<file path="src/rtl/monitor_pkg.sv">
// Shared defaults and event record for the LTL monitor violation path.
package monitor_pkg;
  localparam int MON_NUM_PROPS = 7;
  localparam int MON_SYM_W     = 8;
  localparam int MON_TS_W      = 32;

  function automatic int prop_id_w(input int num_props);
    return (num_props > 1) ? $clog2(num_props) : 1;
  endfunction

  typedef struct packed {
    logic [prop_id_w(MON_NUM_PROPS)-1:0] prop;
    logic [MON_SYM_W-1:0]                symbol;
    logic [MON_TS_W-1:0]                 ts;
  } mon_event_t;
endpackage

</file>
<file path="src/rtl/mon_event_fifo.sv">
// Shift-register FIFO of violation events; entry 0 is the registered head, valid the cycle after a push.
// A push is taken when not full, or when full and the head is popping that cycle; no empty bypass.
module mon_event_fifo
  import monitor_pkg::*;
#(
  parameter int DEPTH = 4
) (
  input  logic       clk,
  input  logic       rst,
  input  logic       wr_vld,
  input  mon_event_t wr_dat,
  input  logic       rd_rdy,
  output mon_event_t rd_dat,
  output logic       full,
  output logic       empty
);
  localparam int AW = $clog2(DEPTH);

  mon_event_t    ent_q [DEPTH];
  mon_event_t    ent_d [DEPTH];
  logic [AW:0]   cnt_q, cnt_d;
  logic [AW-1:0] wr_idx;
  logic          pop, push;

  assign empty  = (cnt_q == '0);
  assign full   = (cnt_q == (AW+1)'(DEPTH));
  assign rd_dat = ent_q[0];
  assign pop    = ~empty & rd_rdy;
  assign push   = wr_vld & (~full | pop);

  always_comb begin
    ent_d  = ent_q;
    cnt_d  = cnt_q;
    // Low bits of a full count are zero, so full-with-pop wraps to DEPTH-1.
    wr_idx = cnt_q[AW-1:0] - AW'(pop);
    if (pop) begin
      for (int i = 0; i < DEPTH - 1; i++) ent_d[i] = ent_q[i+1];
      cnt_d = cnt_q - (AW+1)'(1);
    end
    if (push) begin
      ent_d[wr_idx] = wr_dat;
      cnt_d         = cnt_d + (AW+1)'(1);
    end
  end

  always_ff @(posedge clk or posedge rst) begin
    if (rst) begin
      cnt_q <= '0;
      for (int i = 0; i < DEPTH; i++) ent_q[i] <= '0;
    end else begin
      cnt_q <= cnt_d;
      ent_q <= ent_d;
    end
  end
endmodule

</file>
<file path="src/rtl/monitor_violation_collector.sv">
// Collects LTL violation onsets: sticky/count status, pending per property, timestamped event queue.
// Onset to report_valid is 2 cycles minimum; a full queue leaves events pending, a repeat onset sets overflow.
module monitor_violation_collector
  import monitor_pkg::*;
#(
  parameter  int NUM_PROPS = MON_NUM_PROPS,
  parameter  int SYM_W     = MON_SYM_W,
  parameter  int TS_W      = MON_TS_W,
  parameter  int CNT_W     = 8,
  parameter  int DEPTH     = 4,
  localparam int PID_W     = prop_id_w(NUM_PROPS)
) (
  input  logic                     clk,
  input  logic                     reset,
  input  logic                     run,
  input  logic [SYM_W-1:0]         symbols,
  input  logic [NUM_PROPS-1:0]     ltl_flags,
  input  logic                     clear,
  output logic                     report_valid,
  input  logic                     report_ready,
  output logic [PID_W-1:0]         report_prop,
  output logic [SYM_W-1:0]         report_symbol,
  output logic [TS_W-1:0]          report_ts,
  output logic [NUM_PROPS-1:0]     sticky,
  output logic [NUM_PROPS*CNT_W-1:0] counts,
  output logic                     overflow,
  output logic                     irq
);
  localparam logic [CNT_W-1:0] CNT_MAX = '1;

  logic [TS_W-1:0]      ts_q, ts_d;
  logic [NUM_PROPS-1:0] flag_q, flag_d;
  logic [NUM_PROPS-1:0] sticky_q, sticky_d;
  logic [NUM_PROPS-1:0] pend_q, pend_d;
  logic                 ovf_q, ovf_d;
  logic [CNT_W-1:0]     cnt_q [NUM_PROPS];
  logic [CNT_W-1:0]     cnt_d [NUM_PROPS];
  logic [SYM_W-1:0]     sym_cap_q [NUM_PROPS];
  logic [SYM_W-1:0]     sym_cap_d [NUM_PROPS];
  logic [TS_W-1:0]      ts_cap_q [NUM_PROPS];
  logic [TS_W-1:0]      ts_cap_d [NUM_PROPS];

  logic [NUM_PROPS-1:0] onset, push_mask;
  logic [PID_W-1:0]     sel_prop;
  logic [SYM_W-1:0]     sel_sym;
  logic [TS_W-1:0]      sel_ts;
  logic                 push_vld, push_acc, pop;
  logic                 fifo_full, fifo_empty;
  mon_event_t           push_dat, head_dat;

  assign onset = ltl_flags & ~flag_q & {NUM_PROPS{run}};
  assign pop   = report_valid & report_ready;

  // Lowest pending id wins the single push slot.
  always_comb begin
    sel_prop = '0;
    sel_sym  = '0;
    sel_ts   = '0;
    for (int i = NUM_PROPS - 1; i >= 0; i--) begin
      if (pend_q[i]) begin
        sel_prop = PID_W'(i);
        sel_sym  = sym_cap_q[i];
        sel_ts   = ts_cap_q[i];
      end
    end
    push_vld        = |pend_q;
    push_acc        = push_vld & (~fifo_full | pop);
    push_mask       = push_acc ? (NUM_PROPS'(1) << sel_prop) : '0;
    push_dat.prop   = sel_prop;
    push_dat.symbol = sel_sym;
    push_dat.ts     = sel_ts;
  end

  // Clear is applied first so a coincident onset survives it.
  always_comb begin
    ts_d     = run ? ts_q + TS_W'(1) : ts_q;
    flag_d   = run ? ltl_flags : flag_q;
    sticky_d = (clear ? '0 : sticky_q) | (ltl_flags & {NUM_PROPS{run}});
    pend_d   = ((clear ? '0 : pend_q) & ~push_mask) | onset;
    ovf_d    = ~clear & (ovf_q | (|(onset & pend_q & ~push_mask)));
    for (int i = 0; i < NUM_PROPS; i++) begin
      cnt_d[i] = clear ? '0 : cnt_q[i];
      if (onset[i] && cnt_d[i] != CNT_MAX) cnt_d[i] = cnt_d[i] + CNT_W'(1);
      sym_cap_d[i] = onset[i] ? symbols : sym_cap_q[i];
      ts_cap_d[i]  = onset[i] ? ts_q    : ts_cap_q[i];
    end
  end

  always_ff @(posedge clk or posedge reset) begin
    if (reset) begin
      ts_q     <= '0;
      flag_q   <= '0;
      sticky_q <= '0;
      pend_q   <= '0;
      ovf_q    <= 1'b0;
      for (int i = 0; i < NUM_PROPS; i++) begin
        cnt_q[i]     <= '0;
        sym_cap_q[i] <= '0;
        ts_cap_q[i]  <= '0;
      end
    end else begin
      ts_q      <= ts_d;
      flag_q    <= flag_d;
      sticky_q  <= sticky_d;
      pend_q    <= pend_d;
      ovf_q     <= ovf_d;
      cnt_q     <= cnt_d;
      sym_cap_q <= sym_cap_d;
      ts_cap_q  <= ts_cap_d;
    end
  end

  mon_event_fifo #(
    .DEPTH (DEPTH)
  ) u_fifo (
    .clk    (clk),
    .rst    (reset),
    .wr_vld (push_vld),
    .wr_dat (push_dat),
    .rd_rdy (report_ready),
    .rd_dat (head_dat),
    .full   (fifo_full),
    .empty  (fifo_empty)
  );

  assign report_valid  = ~fifo_empty;
  assign irq           = report_valid;
  assign report_prop   = head_dat.prop;
  assign report_symbol = head_dat.symbol;
  assign report_ts     = head_dat.ts;
  assign sticky        = sticky_q;
  assign overflow      = ovf_q;

  always_comb begin
    counts = '0;
    for (int i = 0; i < NUM_PROPS; i++) counts[i*CNT_W +: CNT_W] = cnt_q[i];
  end
endmodule

</file>
<file path="config.mk">
export PLATFORM = sky130hd
export DESIGN_NAME = monitor_violation_collector
export DESIGN_NICKNAME = d
export VERILOG_FILES = /design/src/rtl/monitor_pkg.sv /design/src/rtl/mon_event_fifo.sv /design/src/rtl/monitor_violation_collector.sv
export SDC_FILE = /design/constraint.sdc
export NUM_CORES = 1
export LEC_CHECK = 0
export BUFFER_PORTS_ARGS = -buffer_cell sky130_fd_sc_hd__buf_4
export CAP_MARGIN = 20
export CORE_ASPECT_RATIO = 1.2
export CORE_MARGIN = 4
export CORE_UTILIZATION = 67
export DETAILED_ROUTE_END_ITERATION = 8
export PLACE_DENSITY = 0.83
export SYNTH_ARGS = -nofsm -noshare
export SYNTH_HDL_FRONTEND = slang
export SYNTH_SLANG_ARGS = --single-unit
</file>
<file path="constraint.sdc">
create_clock -name clk -period 34.7 [get_ports clk]
set_clock_uncertainty 0.1 [all_clocks]
set_input_delay 5.205 -clock clk [delete_from_list [all_inputs] [get_ports clk]]
set_output_delay 5.205 -clock clk [all_outputs]
set_load 0.1 [all_outputs]
</file>
# After elaboration in Yosys (flattened, before gate mapping)
# Cells that the tools add are included.
# op_classes
n_addsub,11
order_cmp,2
n_eq_ne,8
n_shift,1
n_mux,45
bitwise,19
n_reduce_logical,11
# op_table
operator,n
32-bit 2-to-1 mux,7
172-bit bitwise mux,1
172-bit 2-to-1 mux,1
8-bit 2-to-1 mux,21
129-bit 2-to-1 mux,1
43-bit demux with 2-bit select,1
"8-bit by 1-bit adder with 8-bit output, second input constant",7
"8-bit != test, second input constant",7
43-bit 2-to-1 mux,1
7-bit AND,6
"32-bit by 1-bit adder with 32-bit output, second input constant",1
3-bit 2-to-1 mux,9
7-bit 2-to-1 mux,3
7-bit inverter,2
7-bit bitwise OR,2
7-bit OR reduction,2
1-bit logical AND,8
"1-bit by 3-bit << shifter with 7-bit output, first input constant",1
"3-bit by 1-bit adder with 3-bit output, second input constant",1
1-bit AND,3
"3-bit equality test, second input constant",1
"3-bit greater-or-equal comparator, second input constant",1
3-bit zero test,1
"3-bit by 1-bit < comparator with 1-bit output, second input constant",1
5 further kinds,8
# word_totals
regBits,565
in_bits,20
output_inout_bits,109
word_cells,136

# Longest topological paths before layout
# depth
word_depth,14
mapped_depth,13
depth_no_buf,10

# Hierarchy
# A second synthesis with hierarchy kept.
# hier_totals
hier_cells,2883
area_unflattened_um2,26793.2
# modules_own_cells
module,instances,cells_each,area_per_inst_um2,seq_area_each_um2
monitor_violation_collector,1,1950,17964.7,9759.4
mon_event_fifo,1,933,8828.5,4379.2

# Worst setup path before layout
# OpenSTA, ideal clock, no wires.
# synth_path
kind,input -> register
startpoint,input clear
endpoint,register cnt_q (netlist bit counts[29])
setup_ns,0.164
arrival_ns,7.092
t_required_ns,34.436
setup_slack_ns,27.345
path_stages,9
path_buffers,3
path_cell_list,buf_2 > clkbuf_1 > clkbuf_1 > nor2b_1 > ha_1 > and4b_1 > a21o_1 > o311ai_0 > o41ai_1
# synth_rtl
item,line_no,source
from (decl),monitor_violation_collector.sv:18,"input logic clear,"
to (signal assigned),monitor_violation_collector.sv:107,cnt_q <= cnt_d;
to (decl),monitor_violation_collector.sv:36,logic [CNT_W-1:0] cnt_q [NUM_PROPS];

==> impl_metrics.ini <==
[critical_path]
cp.arrival_ns = 8.26
path_max_fanout = 76
worstPathCellList = buf_4 > nand2_4 > buf_16 > inv_4 > ha_1 > xnor2_1 > a2111o_2 > nor2_1 > a21oi_1
required_ns = 35.10
critPathBufInv = 3
start_kind = input port
cpPeakStageDelay_ns = 0.92
path_delay_family = compound AO/OA/AOI/OAI gates
crit_type = in2reg
endpoint_kind = register
cp_slowest_cell = a2111o_2

[timing]
post-route-period-util_pct = 22.63
period_minus_slack_ns = 7.854
maxSlewViolCount = 0
maxSlewHeadroom_pct = 22.03
timing.fmax_ghz = 0.1273
setup_viol = 0
final.setup.worst_slack_ns = 26.85
hold_viol_final = 0
grt_setup_unrepaired = false
fin_tns_setup_ns = 0
tightest_slew_ns = 1.168

[clocking]
cts_sinks = 565
clock_path_buffers = 3
cts_buffers = 54
htreeDepth = 2
cts-resized-gates = 0
insertion_delay_ns = 0.60
path_clk_slew_ns = 0.06
root_buffer = clkbuf_16
cts_tree = yes
cts_setup_buffers = 0
cts_hold_buf = 0

[routing]
wl_per_cell_microns = 20.23
drtAntennaViolNets = 0
dr.first_iter.drc_count = 2338
finalWirelength_microns = 70430
viasPerCell = 6.239
drc = 0
first_pass_iters = 9
num_vias = 21720

[logic_synthesis]
synth_cells = 2940
synth_cell_types = 69
yosysWarnings = 0
synth.avg_cell_area_sq_um = 9.129
synth_edf_count = 0
ys_ff_latch = 565
syn_nets = 2973
ys.flop_type = dfrtp_1
async_reset_ff_share_pct = 100.0
synth_area_sq_um = 26840
ys_seq_area_share_pct = 52.68

[finish]
drive_gt1_share_pct = 9.563
fin_util_pct = 74.08
layout_commonest_cell = nand2_1
n_antenna_cell = 0
nNetsFinal = 2943
synthToLayoutAreaGrowth_pct = 9.398
fillers = 2820
final_cell_mix = nand2_1, dfrtp_1, buf_4, o21ai_0, nor2_1
stdcell_count = 3482

[power]
vdd_drop_max_mv = 0.07499
p_per_area_nw_per_um2 = 74.73
leakagePower_nw = 14.37

[grt]
grt_overflow_total = 0
grt_antenna_before_repair = 0
grtUsageTotal_pct = 32.26
first_global_vias = 21660
grt_start_max_net_pins = 105
grt_pass1_wl_microns = 112900

[place]
hpwl_microns = 41680
placedCellCount = 3383
dp_slack_ns = 25.64
portBuffers = 128
place.gp.congestion = 0.8635

[flow_run]
maxCapViolCount = 0

[die]
coreArea_sq_um = 39640
num_rows = 80
dieArea_sq_um = 43340
die-width_microns = 190.7
start_util_pct = 67.71
die_h_microns = 227.3
io_pins = 129

[status]
status = finished clean

[worst_hold_path]
min_path_type = reg2reg
-- power by group --
part	total [mW]	internal [mW]	leakage, nW	switching, mW
clock	0.572	0.325	0.828	0.247
combinational	0.724	0.218	6.22	0.506
sequential	0.899	0.803	7.32	0.0952
-- flip-flops by register name, summed over array words and instances, names as in the netlist, named ones only --
| register | cells |
|---|---|
| counts | 56 |
| flag_q | 7 |
| overflow | 1 |
| pend_q | 7 |
| sticky | 7 |
| sym_cap_q | 56 |
| ts_cap_q | 224 |
| ts_q | 32 |
| u_fifo.cnt_q | 3 |
| u_fifo.ent_q | 86 |
| u_fifo.rd_dat | 43 |
-- stage by stage --
stage               hold WS, ns  power [mW]  instance area, sq um
global route             0.3836       2.296                 29360
finish                   0.3703       2.194                 29360
detailed placement       0.3547       1.620                 27590
global placement         0.3500       1.581                 27560
floorplan                0.3371       1.487                 26840
CTS                      0.3702       2.189                 29270
-- worst reg2reg max path: stages (launching register included) --
cell and delay, ns:
dfrtp_1 0.43, inv_1 0.19, ha_1 0.24, nand2b_1 0.18
nand2_4 0.28, buf_16 0.35, inv_4 0.32, ha_1 0.30
xnor2_1 0.48, a2111o_2 0.92, nor2_1 0.15, a21oi_1 0.19
-- area by class of cell --
cell class                 count  area (sq um)  share of cell area, %
clock buffer                  85          1579                  5.378
clock inverter                10         107.6                 0.3665
inverter                      71         276.5                 0.9417
multi-input combinational   2051         11250                  38.32
sequential                   565         14150                  48.18
tap                          533         666.9                  2.271
timing repair buffer         167          1334                  4.543
-- cells by family (layout without fill, tap and decap cells) --
group | count (synthesis) | count (layout) | synth area share, %
simple gates | 1407 | 1407 | 23.13
flops | 565 | 565 | 52.68
compound gates | 426 | 426 | 10.52
buf+inv | 324 | 333 | 5.683
mux | 140 | 140 | 5.259
xor+xnor | 65 | 65 | 2.121
fa+ha+maj | 13 | 13 | 0.6060
-- layer usage --
layer | up-vias | wire length [microns] | global-route usage (%)
li1 | 9744 | - | -
met1 | 10660 | 27980 | 43.57
met2 | 1119 | 33680 | 53.23
met3 | 202 | 6281 | 5.813
met4 | 0 | 2489 | 11.89
met5 | - | 0 | 0
-- worst paths after layout --
check / slack (ns) / startpoint / cells past startpoint / to
worst max register to register: 30.50 / u_fifo.cnt_q[1] / 11 / register
max in group asynchronous: 26.97 / reset / 7 / ts_cap_q[91]
worst min-delay path: 0.37 / ts_cap_q[99] / 2 / ts_cap_q[99]
min in group asynchronous: 4.62 / reset / 2 / u_fifo.ent_q[76]
worst min register to register: 0.37 / ts_cap_q[99] / 2 / ts_cap_q[99]
worst max-delay path: 26.85 / report_ready / 9 / register
-- synthesized netlist by cell type, drive strengths merged (15+ instances only) --
library cell | n | area share, %
a221oi | 20 | 0.65
nand3b | 52 | 1.5
nand4bb | 18 | 0.76
buf | 132 | 3.0
nand4 | 15 | 0.43
nor2b | 67 | 1.6
mux2i | 132 | 4.9
dfrtp | 565 | 53
a31oi | 48 | 1.1
a32oi | 61 | 2.0
nand3 | 18 | 0.34
nor2 | 143 | 2.0
o21ai | 157 | 2.9
a21oi | 53 | 0.99
nand2 | 994 | 14
o2111ai | 22 | 0.72
inv | 70 | 0.98
clkbuf | 121 | 1.7
xnor2 | 44 | 1.4
o221ai | 21 | 0.69
and2 | 25 | 0.58
xor2 | 21 | 0.69
(Power assumes the default switching activity.)
